### config.mk
export PLATFORM = sky130hd
export DESIGN_NAME = gpu_wb_master_flat
export DESIGN_NICKNAME = d
export VERILOG_FILES = /design/src/rtl/gpu_wb_master_if.sv /design/src/rtl/gpu_wb_master.sv /design/src/flat_wrapper.sv
export SDC_FILE = /design/constraint.sdc
export NUM_CORES = 1
export LEC_CHECK = 0
export CORE_MARGIN = 2
export CORE_UTILIZATION = 29
export DETAILED_ROUTE_END_ITERATION = 6
export MAX_ROUTING_LAYER = met4
export PLACE_DENSITY_LB_ADDON = 0.1
export SYNTH_ARGS = -nofsm -noshare
export SYNTH_HDL_FRONTEND = slang
export SYNTH_SLANG_ARGS = --single-unit
### constraint.sdc
create_clock -name clk -period 3.4 [get_ports clk]
set_clock_uncertainty 0.1 [all_clocks]
set_input_delay 0.34 -clock clk [delete_from_list [all_inputs] [get_ports clk]]
set_output_delay 0.34 -clock clk [all_outputs]
set_load 0.005 [all_outputs]
### src/rtl/gpu_wb_master_if.sv
// Command, Wishbone and response signals of gpu_wb_master, grouped in one bundle.
// master = the initiator's view; slave = the command source / GPU / response sink view.
interface gpu_wb_master_if;
  logic        i_cmd_valid;
  logic        o_cmd_ready;
  logic        i_cmd_we;
  logic [26:0] i_cmd_adr;
  logic [31:0] i_cmd_dat;
  logic [3:0]  i_cmd_sel;
  logic        wb_cyc_o;
  logic        wb_stb_o;
  logic        wb_we_o;
  logic [3:0]  wb_sel_o;
  logic [26:0] wb_adr_o;
  logic [31:0] wb_dat_o;
  logic [31:0] wb_dat_i;
  logic        wb_ack_i;
  logic        o_rsp_valid;
  logic [31:0] o_rsp_data;
  logic        o_rsp_err;
  logic        o_busy;

  modport master (
    input  i_cmd_valid, i_cmd_we, i_cmd_adr, i_cmd_dat, i_cmd_sel, wb_dat_i, wb_ack_i,
    output o_cmd_ready, wb_cyc_o, wb_stb_o, wb_we_o, wb_sel_o, wb_adr_o, wb_dat_o,
           o_rsp_valid, o_rsp_data, o_rsp_err, o_busy
  );

  modport slave (
    output i_cmd_valid, i_cmd_we, i_cmd_adr, i_cmd_dat, i_cmd_sel, wb_dat_i, wb_ack_i,
    input  o_cmd_ready, wb_cyc_o, wb_stb_o, wb_we_o, wb_sel_o, wb_adr_o, wb_dat_o,
           o_rsp_valid, o_rsp_data, o_rsp_err, o_busy
  );
endinterface

### src/rtl/gpu_wb_master.sv
// Wishbone classic single-transfer initiator with a command FIFO feeding the GPU slave port.
// Optional ack timeout enabled by defining GPU_WB_TIMEOUT_EN.
module gpu_wb_master #(
  parameter int FIFO_DEPTH = 4,
  parameter int GAP_CYCLES = 1,
  parameter int TIMEOUT    = 255
) (
  input logic             clk,
  input logic             reset,
  gpu_wb_master_if.master bus
);
  localparam int AW = $clog2(FIFO_DEPTH);
  localparam int CW = AW + 1;
  localparam int GW = (GAP_CYCLES > 1) ? $clog2(GAP_CYCLES) : 1;

  if (FIFO_DEPTH < 2 || (FIFO_DEPTH & (FIFO_DEPTH - 1)) != 0) begin : g_bad_depth
    $error("gpu_wb_master: FIFO_DEPTH must be a power of two >= 2");
  end
  if (GAP_CYCLES < 1) begin : g_bad_gap
    $error("gpu_wb_master: GAP_CYCLES must be >= 1");
  end
  if (TIMEOUT < 1) begin : g_bad_timeout
    $error("gpu_wb_master: TIMEOUT must be >= 1");
  end

  typedef enum logic [1:0] {IDLE, REQ, GAP} state_t;

  state_t          state_q, state_d;
  logic [63:0]     mem_q [FIFO_DEPTH];
  logic [AW-1:0]   wr_ptr_q, wr_ptr_d, rd_ptr_q, rd_ptr_d;
  logic [CW-1:0]   count_q, count_d;
  logic [GW-1:0]   gap_cnt_q, gap_cnt_d;
  logic            cyc_q, cyc_d, stb_q, stb_d, we_q, we_d;
  logic [3:0]      sel_q, sel_d;
  logic [26:0]     adr_q, adr_d;
  logic [31:0]     dat_q, dat_d;
  logic            rsp_valid_q, rsp_valid_d;
  logic [31:0]     rsp_data_q, rsp_data_d;
  logic            busy_q, busy_d;
  logic            full, push, pop;
  logic [63:0]     head;
`ifdef GPU_WB_TIMEOUT_EN
  localparam int TW = ($clog2(TIMEOUT) > 8) ? $clog2(TIMEOUT) : 8;
  logic [TW-1:0]   tmo_cnt_q, tmo_cnt_d;
  logic            rsp_err_q, rsp_err_d;
`endif

  // Ready comes from the registered count, so a pop in the same cycle cannot open a slot.
  assign full = (count_q == CW'(FIFO_DEPTH));
  assign push = bus.i_cmd_valid & ~full;
  assign head = mem_q[rd_ptr_q];

  always_ff @(posedge clk) begin
    if (push) mem_q[wr_ptr_q] <= {bus.i_cmd_we, bus.i_cmd_sel, bus.i_cmd_adr, bus.i_cmd_dat};
  end

  always_comb begin
    state_d     = state_q;
    gap_cnt_d   = gap_cnt_q;
    cyc_d       = cyc_q;
    stb_d       = stb_q;
    we_d        = we_q;
    sel_d       = sel_q;
    adr_d       = adr_q;
    dat_d       = dat_q;
    rsp_valid_d = 1'b0;
    rsp_data_d  = rsp_data_q;
    pop         = 1'b0;
`ifdef GPU_WB_TIMEOUT_EN
    tmo_cnt_d   = tmo_cnt_q;
    rsp_err_d   = rsp_err_q;
`endif
    case (state_q)
      IDLE: begin
        if (count_q != '0) begin
          pop                        = 1'b1;
          {we_d, sel_d, adr_d, dat_d} = head;
          cyc_d                      = 1'b1;
          stb_d                      = 1'b1;
          state_d                    = REQ;
`ifdef GPU_WB_TIMEOUT_EN
          tmo_cnt_d                  = '0;
`endif
        end
      end
      REQ: begin
        if (bus.wb_ack_i) begin
          cyc_d     = 1'b0;
          stb_d     = 1'b0;
          we_d      = 1'b0;
          gap_cnt_d = '0;
          state_d   = GAP;
          if (!we_q) begin
            rsp_valid_d = 1'b1;
            rsp_data_d  = bus.wb_dat_i;
`ifdef GPU_WB_TIMEOUT_EN
            rsp_err_d   = 1'b0;
`endif
          end
`ifdef GPU_WB_TIMEOUT_EN
        end else if (tmo_cnt_q == TW'(TIMEOUT - 1)) begin
          cyc_d       = 1'b0;
          stb_d       = 1'b0;
          we_d        = 1'b0;
          gap_cnt_d   = '0;
          state_d     = GAP;
          rsp_valid_d = 1'b1;
          rsp_err_d   = 1'b1;
        end else begin
          tmo_cnt_d = tmo_cnt_q + TW'(1);
`endif
        end
      end
      GAP: begin
        if (gap_cnt_q == GW'(GAP_CYCLES - 1)) begin
          state_d = IDLE;
        end else begin
          gap_cnt_d = gap_cnt_q + GW'(1);
        end
      end
      default: state_d = IDLE;
    endcase

    wr_ptr_d = push ? wr_ptr_q + AW'(1) : wr_ptr_q;
    rd_ptr_d = pop  ? rd_ptr_q + AW'(1) : rd_ptr_q;
    count_d  = count_q + CW'(push) - CW'(pop);
    busy_d   = (count_d != '0) | (state_d != IDLE);
  end

  always_ff @(posedge clk or posedge reset) begin
    if (reset) begin
      state_q     <= IDLE;
      wr_ptr_q    <= '0;
      rd_ptr_q    <= '0;
      count_q     <= '0;
      gap_cnt_q   <= '0;
      cyc_q       <= 1'b0;
      stb_q       <= 1'b0;
      we_q        <= 1'b0;
      sel_q       <= '0;
      adr_q       <= '0;
      dat_q       <= '0;
      rsp_valid_q <= 1'b0;
      rsp_data_q  <= '0;
      busy_q      <= 1'b0;
`ifdef GPU_WB_TIMEOUT_EN
      tmo_cnt_q   <= '0;
      rsp_err_q   <= 1'b0;
`endif
    end else begin
      state_q     <= state_d;
      wr_ptr_q    <= wr_ptr_d;
      rd_ptr_q    <= rd_ptr_d;
      count_q     <= count_d;
      gap_cnt_q   <= gap_cnt_d;
      cyc_q       <= cyc_d;
      stb_q       <= stb_d;
      we_q        <= we_d;
      sel_q       <= sel_d;
      adr_q       <= adr_d;
      dat_q       <= dat_d;
      rsp_valid_q <= rsp_valid_d;
      rsp_data_q  <= rsp_data_d;
      busy_q      <= busy_d;
`ifdef GPU_WB_TIMEOUT_EN
      tmo_cnt_q   <= tmo_cnt_d;
      rsp_err_q   <= rsp_err_d;
`endif
    end
  end

  assign bus.o_cmd_ready = ~full;
  assign bus.wb_cyc_o    = cyc_q;
  assign bus.wb_stb_o    = stb_q;
  assign bus.wb_we_o     = we_q;
  assign bus.wb_sel_o    = sel_q;
  assign bus.wb_adr_o    = adr_q;
  assign bus.wb_dat_o    = dat_q;
  assign bus.o_rsp_valid = rsp_valid_q;
  assign bus.o_rsp_data  = rsp_data_q;
  assign bus.o_busy      = busy_q;
`ifdef GPU_WB_TIMEOUT_EN
  assign bus.o_rsp_err   = rsp_err_q;
`else
  assign bus.o_rsp_err   = 1'b0;
`endif
endmodule

### src/flat_wrapper.sv
// flat-port wrapper written by rule: the top's interface ports become plain ports
module gpu_wb_master_flat 
#(
  parameter int FIFO_DEPTH = 4,
  parameter int GAP_CYCLES = 1,
  parameter int TIMEOUT    = 255
)
  (clk, reset, bus_i_cmd_valid, bus_i_cmd_we, bus_i_cmd_adr, bus_i_cmd_dat, bus_i_cmd_sel, bus_wb_dat_i, bus_wb_ack_i, bus_o_cmd_ready, bus_wb_cyc_o, bus_wb_stb_o, bus_wb_we_o, bus_wb_sel_o, bus_wb_adr_o, bus_wb_dat_o, bus_o_rsp_valid, bus_o_rsp_data, bus_o_rsp_err, bus_o_busy);
  gpu_wb_master_if bus_i ();
  input logic clk;
  input logic reset;
  input wire logic [$bits(bus_i.i_cmd_valid)-1:0] bus_i_cmd_valid;
  input wire logic [$bits(bus_i.i_cmd_we)-1:0] bus_i_cmd_we;
  input wire logic [$bits(bus_i.i_cmd_adr)-1:0] bus_i_cmd_adr;
  input wire logic [$bits(bus_i.i_cmd_dat)-1:0] bus_i_cmd_dat;
  input wire logic [$bits(bus_i.i_cmd_sel)-1:0] bus_i_cmd_sel;
  input wire logic [$bits(bus_i.wb_dat_i)-1:0] bus_wb_dat_i;
  input wire logic [$bits(bus_i.wb_ack_i)-1:0] bus_wb_ack_i;
  output wire logic [$bits(bus_i.o_cmd_ready)-1:0] bus_o_cmd_ready;
  output wire logic [$bits(bus_i.wb_cyc_o)-1:0] bus_wb_cyc_o;
  output wire logic [$bits(bus_i.wb_stb_o)-1:0] bus_wb_stb_o;
  output wire logic [$bits(bus_i.wb_we_o)-1:0] bus_wb_we_o;
  output wire logic [$bits(bus_i.wb_sel_o)-1:0] bus_wb_sel_o;
  output wire logic [$bits(bus_i.wb_adr_o)-1:0] bus_wb_adr_o;
  output wire logic [$bits(bus_i.wb_dat_o)-1:0] bus_wb_dat_o;
  output wire logic [$bits(bus_i.o_rsp_valid)-1:0] bus_o_rsp_valid;
  output wire logic [$bits(bus_i.o_rsp_data)-1:0] bus_o_rsp_data;
  output wire logic [$bits(bus_i.o_rsp_err)-1:0] bus_o_rsp_err;
  output wire logic [$bits(bus_i.o_busy)-1:0] bus_o_busy;
  assign bus_i.i_cmd_valid = bus_i_cmd_valid;
  assign bus_i.i_cmd_we = bus_i_cmd_we;
  assign bus_i.i_cmd_adr = bus_i_cmd_adr;
  assign bus_i.i_cmd_dat = bus_i_cmd_dat;
  assign bus_i.i_cmd_sel = bus_i_cmd_sel;
  assign bus_i.wb_dat_i = bus_wb_dat_i;
  assign bus_i.wb_ack_i = bus_wb_ack_i;
  assign bus_o_cmd_ready = bus_i.o_cmd_ready;
  assign bus_wb_cyc_o = bus_i.wb_cyc_o;
  assign bus_wb_stb_o = bus_i.wb_stb_o;
  assign bus_wb_we_o = bus_i.wb_we_o;
  assign bus_wb_sel_o = bus_i.wb_sel_o;
  assign bus_wb_adr_o = bus_i.wb_adr_o;
  assign bus_wb_dat_o = bus_i.wb_dat_o;
  assign bus_o_rsp_valid = bus_i.o_rsp_valid;
  assign bus_o_rsp_data = bus_i.o_rsp_data;
  assign bus_o_rsp_err = bus_i.o_rsp_err;
  assign bus_o_busy = bus_i.o_busy;
  gpu_wb_master #(.FIFO_DEPTH(FIFO_DEPTH), .GAP_CYCLES(GAP_CYCLES), .TIMEOUT(TIMEOUT)) u_core (.clk(clk), .reset(reset), .bus(bus_i));
endmodule
# Word level (Yosys, flattened, before mapping)
# Memory sizes are Yosys's and may differ from the RTL's.
# Index checks and enable logic that the tools add are counted.
# op_classes
bitwise_logic,4
addsub,5
n_mux,18
eq_ne,5
reduce_logical,10
# op_table
operator,n
1-bit 2-to-1 mux,11
2-bit 2-to-1 mux,3
1-bit one-hot mux with 2 select lines,3
2-bit one-hot mux with 3 select lines,1
3-bit AND reduction,2
2-bit nonzero test,3
3-bit nonzero test,2
"2-bit by 1-bit adder with 2-bit output, second input constant",2
2-bit AND reduction,2
3-bit by 1-bit adder with 3-bit output,1
"3-bit equality test, second input constant",1
3-bit by 1-bit subtractor with 3-bit output,1
"2-bit by 1-bit equality test with 1-bit output, second input constant",1
"2-bit equality test, second input constant",1
2-bit logical NOT,1
"2-bit by 1-bit != test with 1-bit output, second input constant",1
"2-bit != test, second input constant",1
1-bit inverter,2
"1-bit adder, second input constant",1
1-bit bitwise AND,1
1-bit bitwise OR,1
# totals
ram_bits,256
reg_bits,109
n_memories,1
# mem_list
name,depth,word_bits,rd,rd_ports_with_merged_regs,write_ports,line_no,rtl
u_core.mem_q,4,64,1,0,1,gpu_wb_master.sv:29,logic [63:0] mem_q [FIFO_DEPTH];

# Logic depth before layout (Yosys ltp)
# Gate-level depths: netlist of run 1.
# depth
word_depth,7
mapped_depth,12

# Worst setup path after synthesis of run 1
# Ideal clock, no wire load.
# synth_path
kind,reg2reg
startpoint,register u_core.count_q[0]
endpoint,register u_core.busy_q (netlist: u_core.bus.o_busy)
setup_ns,0.131
slack_ns,0.484
stages_incl_launch_ff,13
synth_period_minus_slack_ns,2.916
path_buffers,2
required_time_ns,3.169
arrival_ns,2.684
path_cell_list,dfrtp_1 or3_1 nand2_2 buf_6 buf_6 inv_1 ha_1 inv_1 ha_1 fa_1 xnor2_1 xnor2_1 or3_1
# synth_via
word_cells_on_any_way,13
cone_classes,add/sub: 2; eq/ne: 1; mux: 4; bitwise: 3; reduce/logical: 3
# synth_rtl
item,line_no,rtl
start: declaration,gpu_wb_master.sv:31,"logic [CW-1:0] count_q, count_d;"
start signal: assignment,gpu_wb_master.sv:154,count_q <= count_d;
3-bit nonzero test,gpu_wb_master.sv:75,if (count_q != '0) begin
1-bit 2-to-1 mux,gpu_wb_master.sv:75,
1-bit 2-to-1 mux,gpu_wb_master.sv:73,case (state_q)
named net u_core.pop,gpu_wb_master.sv:40,"logic full, push, pop;"
3-bit by 1-bit subtractor with 3-bit output,gpu_wb_master.sv:126,count_d = count_q + CW'(push) - CW'(pop);
named net u_core.count_d[2],gpu_wb_master.sv:31,
3-bit nonzero test,gpu_wb_master.sv:127,busy_d = (count_d != '0) | (state_d != IDLE);
1-bit bitwise OR,gpu_wb_master.sv:127,
named net u_core.busy_d,gpu_wb_master.sv:39,"logic busy_q, busy_d;"
end signal: assignment,gpu_wb_master.sv:164,busy_q <= busy_d;
end: declaration,gpu_wb_master.sv:39,
# The timed path passes the listed nets, and every way through them passes these cells.
# A chain may end at the register's enable or synchronous reset.

# Worst setup path after layout of run 1
# Ends and elaborated chain as after synthesis.

==> impl_metrics.json, run 1 <==
{
  "critPathMaxFanout": 4,
  "first_pass_iters": 5,
  "ir_drop_v": 0.000335,
  "holdWs_ps": 191,
  "cts_tree": "done",
  "r2r_slack_ps": 590,
  "slowest_delay_ps": 460,
  "dp_slack_ps": 576,
  "clock_latency_ps": 550,
  "crit_family": "simple AND/OR/NAND/NOR gates",
  "synth_edf_count": 256,
  "post-route-util_pct": 38.6,
  "power_mw": 16.2,
  "synthesis.area_um2": 13400,
  "setup_slack_ps": 588,
  "clock-root-buffer": "clkbuf_16",
  "crit_chain": "or3_1 > nand2_4 > inv_1 > ha_1 > inv_1 > ha_1 > fa_1 > xnor2_1 > xnor2_1 > or3_1",
  "vias": 6457,
  "cts.sinks": 364,
  "pwr_density_cell_nw_per_um2": 923,
  "routedWlPerCell_um": 20.6,
  "vias_per_cell": 4.41,
  "coreArea_um2": 45500,
  "drive_gt1_share_pct": 28.9,
  "period_share_pct": 82.7,
  "grt-ovfl-total": 0,
  "nets": 935,
  "cts_inserted_buffers": 41,
  "ctsLongestPathBuffers": 3,
  "setup_violations": 0,
  "synth-seq-cells": 364,
  "min_path_type": "input port to async pin",
  "num_rows": 78,
  "synth_flop_cell": "edfxtp_1",
  "power_leakage_nw": 6.14,
  "regToRegStartpoint": "u_core.count_q[0]",
  "gp_congestion": 0.758,
  "grt.total_usage_pct": 13.2,
  "yosysWarnings": 0,
  "dieArea_um2": 47900,
  "final_common_cell": "edfxtp_1",
  "grt_pass1_vias": 7234,
  "post_cts_resized": 0,
  "clk_pin_slew_ps": 60,
  "fp.dieW_um": 219,
  "crit_path_end_kind": "flip-flop",
  "crit_type": "flip-flop to flip-flop",
  "start_util_pct": 29.5,
  "grt_max_degree": 67,
  "place.port_buffers": 200,
  "synth.avg_cell_area_um2": 22.6,
  "ctsHtreeMaxLevel": 2,
  "worst_pin_slew_ps": 1080,
  "drc": 0,
  "drtIter0Drc": 385,
  "ys_seq_area_share_pct": 77.6,
  "layout_common_cells": "256 x edfxtp_1, 200 x clkdlybuf4s50_1, 106 x dfrtp_1",
  "r2r_end": "u_core.bus.o_busy",
  "hold_viol": 0,
  "antenna_found_initial": 3,
  "worst_setup_path_start_kind": "flip-flop",
  "post-route-min-period_ps": 2810,
  "cpMaxStageDelayCell": "or3_1",
  "grt_setup_unrepaired": "false",
  "io_pins": 202,
  "ys_async_sr_fraction_pct": 29.7,
  "timing.fmax_ghz": 0.356,
  "finalMaxSlewViolations": 0,
  "wl_um": 30200,
  "fin_setup_tns_ps": 0,
  "ant_nets": 0,
  "status": "complete, no violations",
  "syn_nets": 701,
  "synth_cells": 594,
  "worstPathRequired_ps": 3720,
  "postCtsHoldBufs": 0,
  "slew_headroom_pct": 27.9,
  "cp.arrival_ps": 3130,
  "dp_hpwl_um": 17500,
  "cts_setup_buffers": 0,
  "syn2layout_area_growth_pct": 31.1,
  "cp_num_buf_inv": 2,
  "grt_pass1_wl_um": 45500,
  "max-cap-violations": 0,
  "n_fill_cell": 4214,
  "reg2reg_depth": 10,
  "die-height_um": 219,
  "ys_types": 26
}
==> sequential cells by signal, indices dropped and copies added, names as in the netlist <==
name / flops
u_core.state_q: 2
u_core.mem_q: 256
u_core.bus.o_rsp_data: 32
u_core.bus.wb_adr_o: 27
u_core.wr_ptr_q: 2
u_core.bus.wb_dat_o: 32
u_core.bus.wb_sel_o: 4
u_core.bus.wb_cyc_o: 1
u_core.bus.o_busy: 1
u_core.rd_ptr_q: 2
u_core.bus.o_rsp_valid: 1
u_core.bus.wb_we_o: 1
u_core.count_q: 3
==> logic make-up (layout without fill, tap and decap cells) <==
logic type	Yosys count	after routing	share of synthesized area (%)
DFF	364	364	77.6
muxes	160	160	18.8
AOI/OAI and AO/OA	4	4	0.215
and+or+nand+nor	18	18	0.710
buffers and inverters	35	302	1.63
adders and majority gates	7	7	0.710
xor gates and xnor gates	5	5	0.327
other	1	4	0.0280
==> cell usage after synthesis, types with 3 or more instances <==
cell | number | area, um2
edfxtp_1 | 256 | 7690
dfrtp_1 | 108 | 2700
mux2_2 | 96 | 1080
mux4_2 | 64 | 1440
buf_2 | 9 | 45.0
buf_6 | 9 | 101
inv_1 | 9 | 33.8
clkbuf_1 | 6 | 22.5
ha_1 | 6 | 75.1
xnor2_1 | 5 | 43.8
and2_1 | 4 | 25.0
nand2_1 | 4 | 15.0
nor2_1 | 3 | 11.3
==> worst max-delay path by stage <==
stage / start / to / slack (ps) / cells after the start
after global placement: u_core.count_q[0] / u_core.bus.o_busy / 680 / 10
after global routing: u_core.count_q[0] / u_core.bus.o_busy / 450 / 10
after CTS: u_core.count_q[0] / u_core.bus.o_busy / 570 / 10
after floorplan: reset / u_core.bus.o_busy / 110 / 1
final: u_core.count_q[0] / u_core.bus.o_busy / 590 / 10
after detailed placement: u_core.count_q[0] / u_core.bus.o_busy / 580 / 10
==> stage by stage <==
stage / area (um2) / instances
floorplan: 13400 / 594
global placement: 16200 / 1385
detailed placement: 16200 / 1385
CTS: 17600 / 1461
global route: 17600 / 1464
finish: 17600 / 1464
==> power by group <==
group | internal (mW) | total, mW | switching, mW
clock network | 2.71 | 4.46 | 1.75
registers | 6.14 | 6.86 | 0.722
logic | 2.98 | 4.89 | 1.92
==> metal layers <==
metal | vias to the layer above | GRT usage (%) | part of all wire, %
li1 | 2827 | - | -
met1 | 3398 | 16.6 | 43
met2 | 184 | 20.8 | 48
met3 | 48 | 4.14 | 6.8
met4 | 0 | 3.54 | 2.0
met5 | - | - | 0
==> final cells by class <==
class	count	area, um2	share of cell area [%]
repair buffers	217	2200	12.5
clock inverters	19	200	1.14
well taps	600	751	4.27
inverters	9	36.3	0.207
clock buffers	57	1170	6.65
flip-flops and latches	364	10400	59.2
diodes	3	7.51	0.0427
multi-input cells	195	2800	16.0
Power figures use the tool's default switching activity.
==> run 2: changes to the inputs <==
==> constraint.sdc (replaced) <==
create_clock -name clk -period 2.5 [get_ports clk]
set_clock_uncertainty 0.1 [all_clocks]
set_input_delay 0.25 -clock clk [delete_from_list [all_inputs] [get_ports clk]]
set_output_delay 0.25 -clock clk [all_outputs]
set_load 0.005 [all_outputs]
==> run 2 against run 1 <==
Net effect: the run now ends with negative setup slack left; power grew 38%; clock power grew 34%; global-route usage is essentially flat; first-iteration DRC count shrank 25%; maximum frequency grew 10%; final cell count grew 1.1%; setup slack lost 640 ps; die area is the same; wire length grew 0.41%; sequential power grew 33%; critical endpoint unchanged.
==> impl_metrics.json, run 2 (same netlist as run 1, synthesis figures left out) <==
{
  "vias": 6576,
  "drc": 0,
  "regToRegStartpoint": "u_core.count_q[1]",
  "first_pass_iters": 5,
  "power_mw": 22.4,
  "place.port_buffers": 200,
  "dp_slack_ps": -146,
  "largest_reg_flops": 256,
  "placed_area_um2": 16400,
  "critPathMaxFanout": 2,
  "r2r_slack_ps": -50,
  "regMostFlops": "u_core.mem_q",
  "cp.arrival_ps": 2870,
  "dp_hpwl_um": 18300,
  "io_pins": 202,
  "die-height_um": 219,
  "crit_path_end_kind": "flip-flop",
  "p_clk_share_pct": 26.7,
  "start_util_pct": 29.5,
  "postCtsHoldBufs": 0,
  "pwr_density_cell_nw_per_um2": 1250,
  "ant_nets": 0,
  "nets": 950,
  "switchingPower_mw": 6.07,
  "hold_viol": 0,
  "crit_type": "flip-flop to flip-flop",
  "ctsHtreeMaxLevel": 2,
  "num_rows": 78,
  "cts.sinks": 364,
  "place_inst": 1396,
  "grt_max_degree": 47,
  "timing.fmax_ghz": 0.392,
  "vias_per_cell": 4.44,
  "layout_common_cells": "256 x edfxtp_1, 200 x clkdlybuf4s50_1, 106 x dfrtp_1",
  "ctsLongestPathBuffers": 3,
  "worst_setup_path_start_kind": "flip-flop",
  "gp_congestion": 0.744,
  "period_share_pct": 102,
  "worst_pin_slew_ps": 727,
  "netSwitchingFraction_pct": 27.1,
  "syn2layout_area_growth_pct": 33.2,
  "internal_power_mw": 16.3,
  "dieArea_um2": 47900,
  "max-cap-violations": 0,
  "worstPathRequired_ps": 2820,
  "pwr-share-seq_pct": 40.6,
  "grt_setup_unrepaired": "true",
  "clock_latency_ps": 550,
  "violations": "negative setup slack",
  "grt_pass1_wl_um": 45500,
  "cts_tree": "done",
  "status": "finished with violations",
  "fp.dieW_um": 219,
  "wl_um": 30300,
  "final_common_cell": "edfxtp_1",
  "drive_gt1_share_pct": 30.8,
  "drtIter0Drc": 289,
  "slew_headroom_pct": 51.4,
  "antenna_found_initial": 3,
  "routedWlPerCell_um": 20.5,
  "cts_inserted_buffers": 42,
  "min_path_type": "input port to async pin",
  "power_leakage_nw": 6.24,
  "p_comb_share_pct": 32.7,
  "setup_violations": 1,
  "reg2reg_depth": 10,
  "finalMaxSlewViolations": 0,
  "setup_slack_ps": -52.3,
  "final_cells": 1480,
  "final_area_um2": 17800,
  "r2r_end": "u_core.bus.o_busy",
  "ir_drop_v": 0.000563,
  "coreArea_um2": 45500,
  "clk_pin_slew_ps": 60,
  "holdWs_ps": 75.1,
  "clock-root-buffer": "clkbuf_16",
  "grt_pass1_vias": 7408,
  "grt.total_usage_pct": 13.3,
  "grt-ovfl-total": 0,
  "post-route-min-period_ps": 2550
}
==> run 2: cell types whose count changed in the layout (fill, tap and decap cells not counted), moves of 3 or more <==
cell	before	now
clkinv_2	8	5
buf_12	6	16
buf_4	11	15
clkbuf_8	4	7
bufinv_16	4	1
==> run 2: power groups by stage <==
| stage | sequential, mW | clock, mW | combinational (mW) |
|---|---|---|---|
| global placement | 9.16 | 0 | 7.24 |
| floorplan | 9.06 | 0 | 4.00 |
| finish | 9.09 | 5.97 | 7.31 |
| detailed placement | 9.23 | 0 | 7.36 |
| global route | 9.29 | 6.44 | 7.94 |
| CTS | 9.13 | 6.21 | 7.51 |
==> run 2: worst max-delay path, stage by stage, from the launching register on <==
cell and delay, ps:
dfrtp_1 370, or3_4 410, nand2_4 80, inv_4 40, ha_4 250, inv_2 40
ha_4 160, fa_2 380, xnor2_2 150, xnor2_1 130, or3_1 320
==> run 2: metrics by stage <==
stage / util [%] / setup TNS, ps
floorplan: - / -323
global placement: 36.1 / -4550
detailed placement: 36.1 / -6020
CTS: 39.2 / -48.0
global route: 39.2 / -108
finish: 39.2 / -52.3
==> run 2: layout make-up <==
class / count / area [um2]
Timing Repair Buffer: 231 / 2430
Antenna cell: 3 / 7.51
Clock inverter: 14 / 98.8
Tap cell: 600 / 751
Inverter: 9 / 40.0
Clock buffer: 64 / 1270
Sequential cell: 364 / 10400
Fill cell: 4129 / 27600
Multi-Input combinational cell: 195 / 2840
==> run 2: timing repair <==
action / CTS / global route
buffers inserted: 3 / 0
gates resized for setup: 6 / 2
endpoints found under the hold margin: 0 / 0
pin swaps: 6 / 3
cloned: 0 / 0
setup endpoints to repair: 45 / 12
==> run 2: worst max path at each step <==
stage | from | end | slack, ps | depth (start not counted)
3_5_place_dp | u_core.count_q[1] | u_core.bus.wb_dat_o[10] | -150 | 5
3_3_place_gp | u_core.count_q[1] | u_core.bus.wb_dat_o[11] | -110 | 5
5_1_grt | u_core.count_q[1] | u_core.bus.o_busy | -110 | 10
4_1_cts | u_core.count_q[0] | u_core.bus.o_busy | -50 | 10
6_report | u_core.count_q[1] | u_core.bus.o_busy | -50 | 10
2_1_floorplan | u_core.count_q[1] | u_core.bus.o_busy | -320 | 12
==> run 2: metal layers <==
| metal | up-vias | wire length [um] | global-route usage, % |
|---|---|---|---|
| li1 | 2880 | - | - |
| met1 | 3450 | 13100 | 16.3 |
| met2 | 195 | 14600 | 21.3 |
| met3 | 51 | 1950 | 3.52 |
| met4 | 0 | 648 | 4.55 |
| met5 | - | 0 | - |
==> run 3: changes to the inputs <==
--- a/config.mk
+++ b/config.mk
@@ -5,6 +5,7 @@
 export SDC_FILE = /design/constraint.sdc
 export NUM_CORES = 1
 export LEC_CHECK = 0
+export CAP_MARGIN = 5
 export CORE_MARGIN = 2
 export CORE_UTILIZATION = 29
 export DETAILED_ROUTE_END_ITERATION = 6
==> results of run 3 <==
Final layout, timing and power as in run 2 (identical DEF).
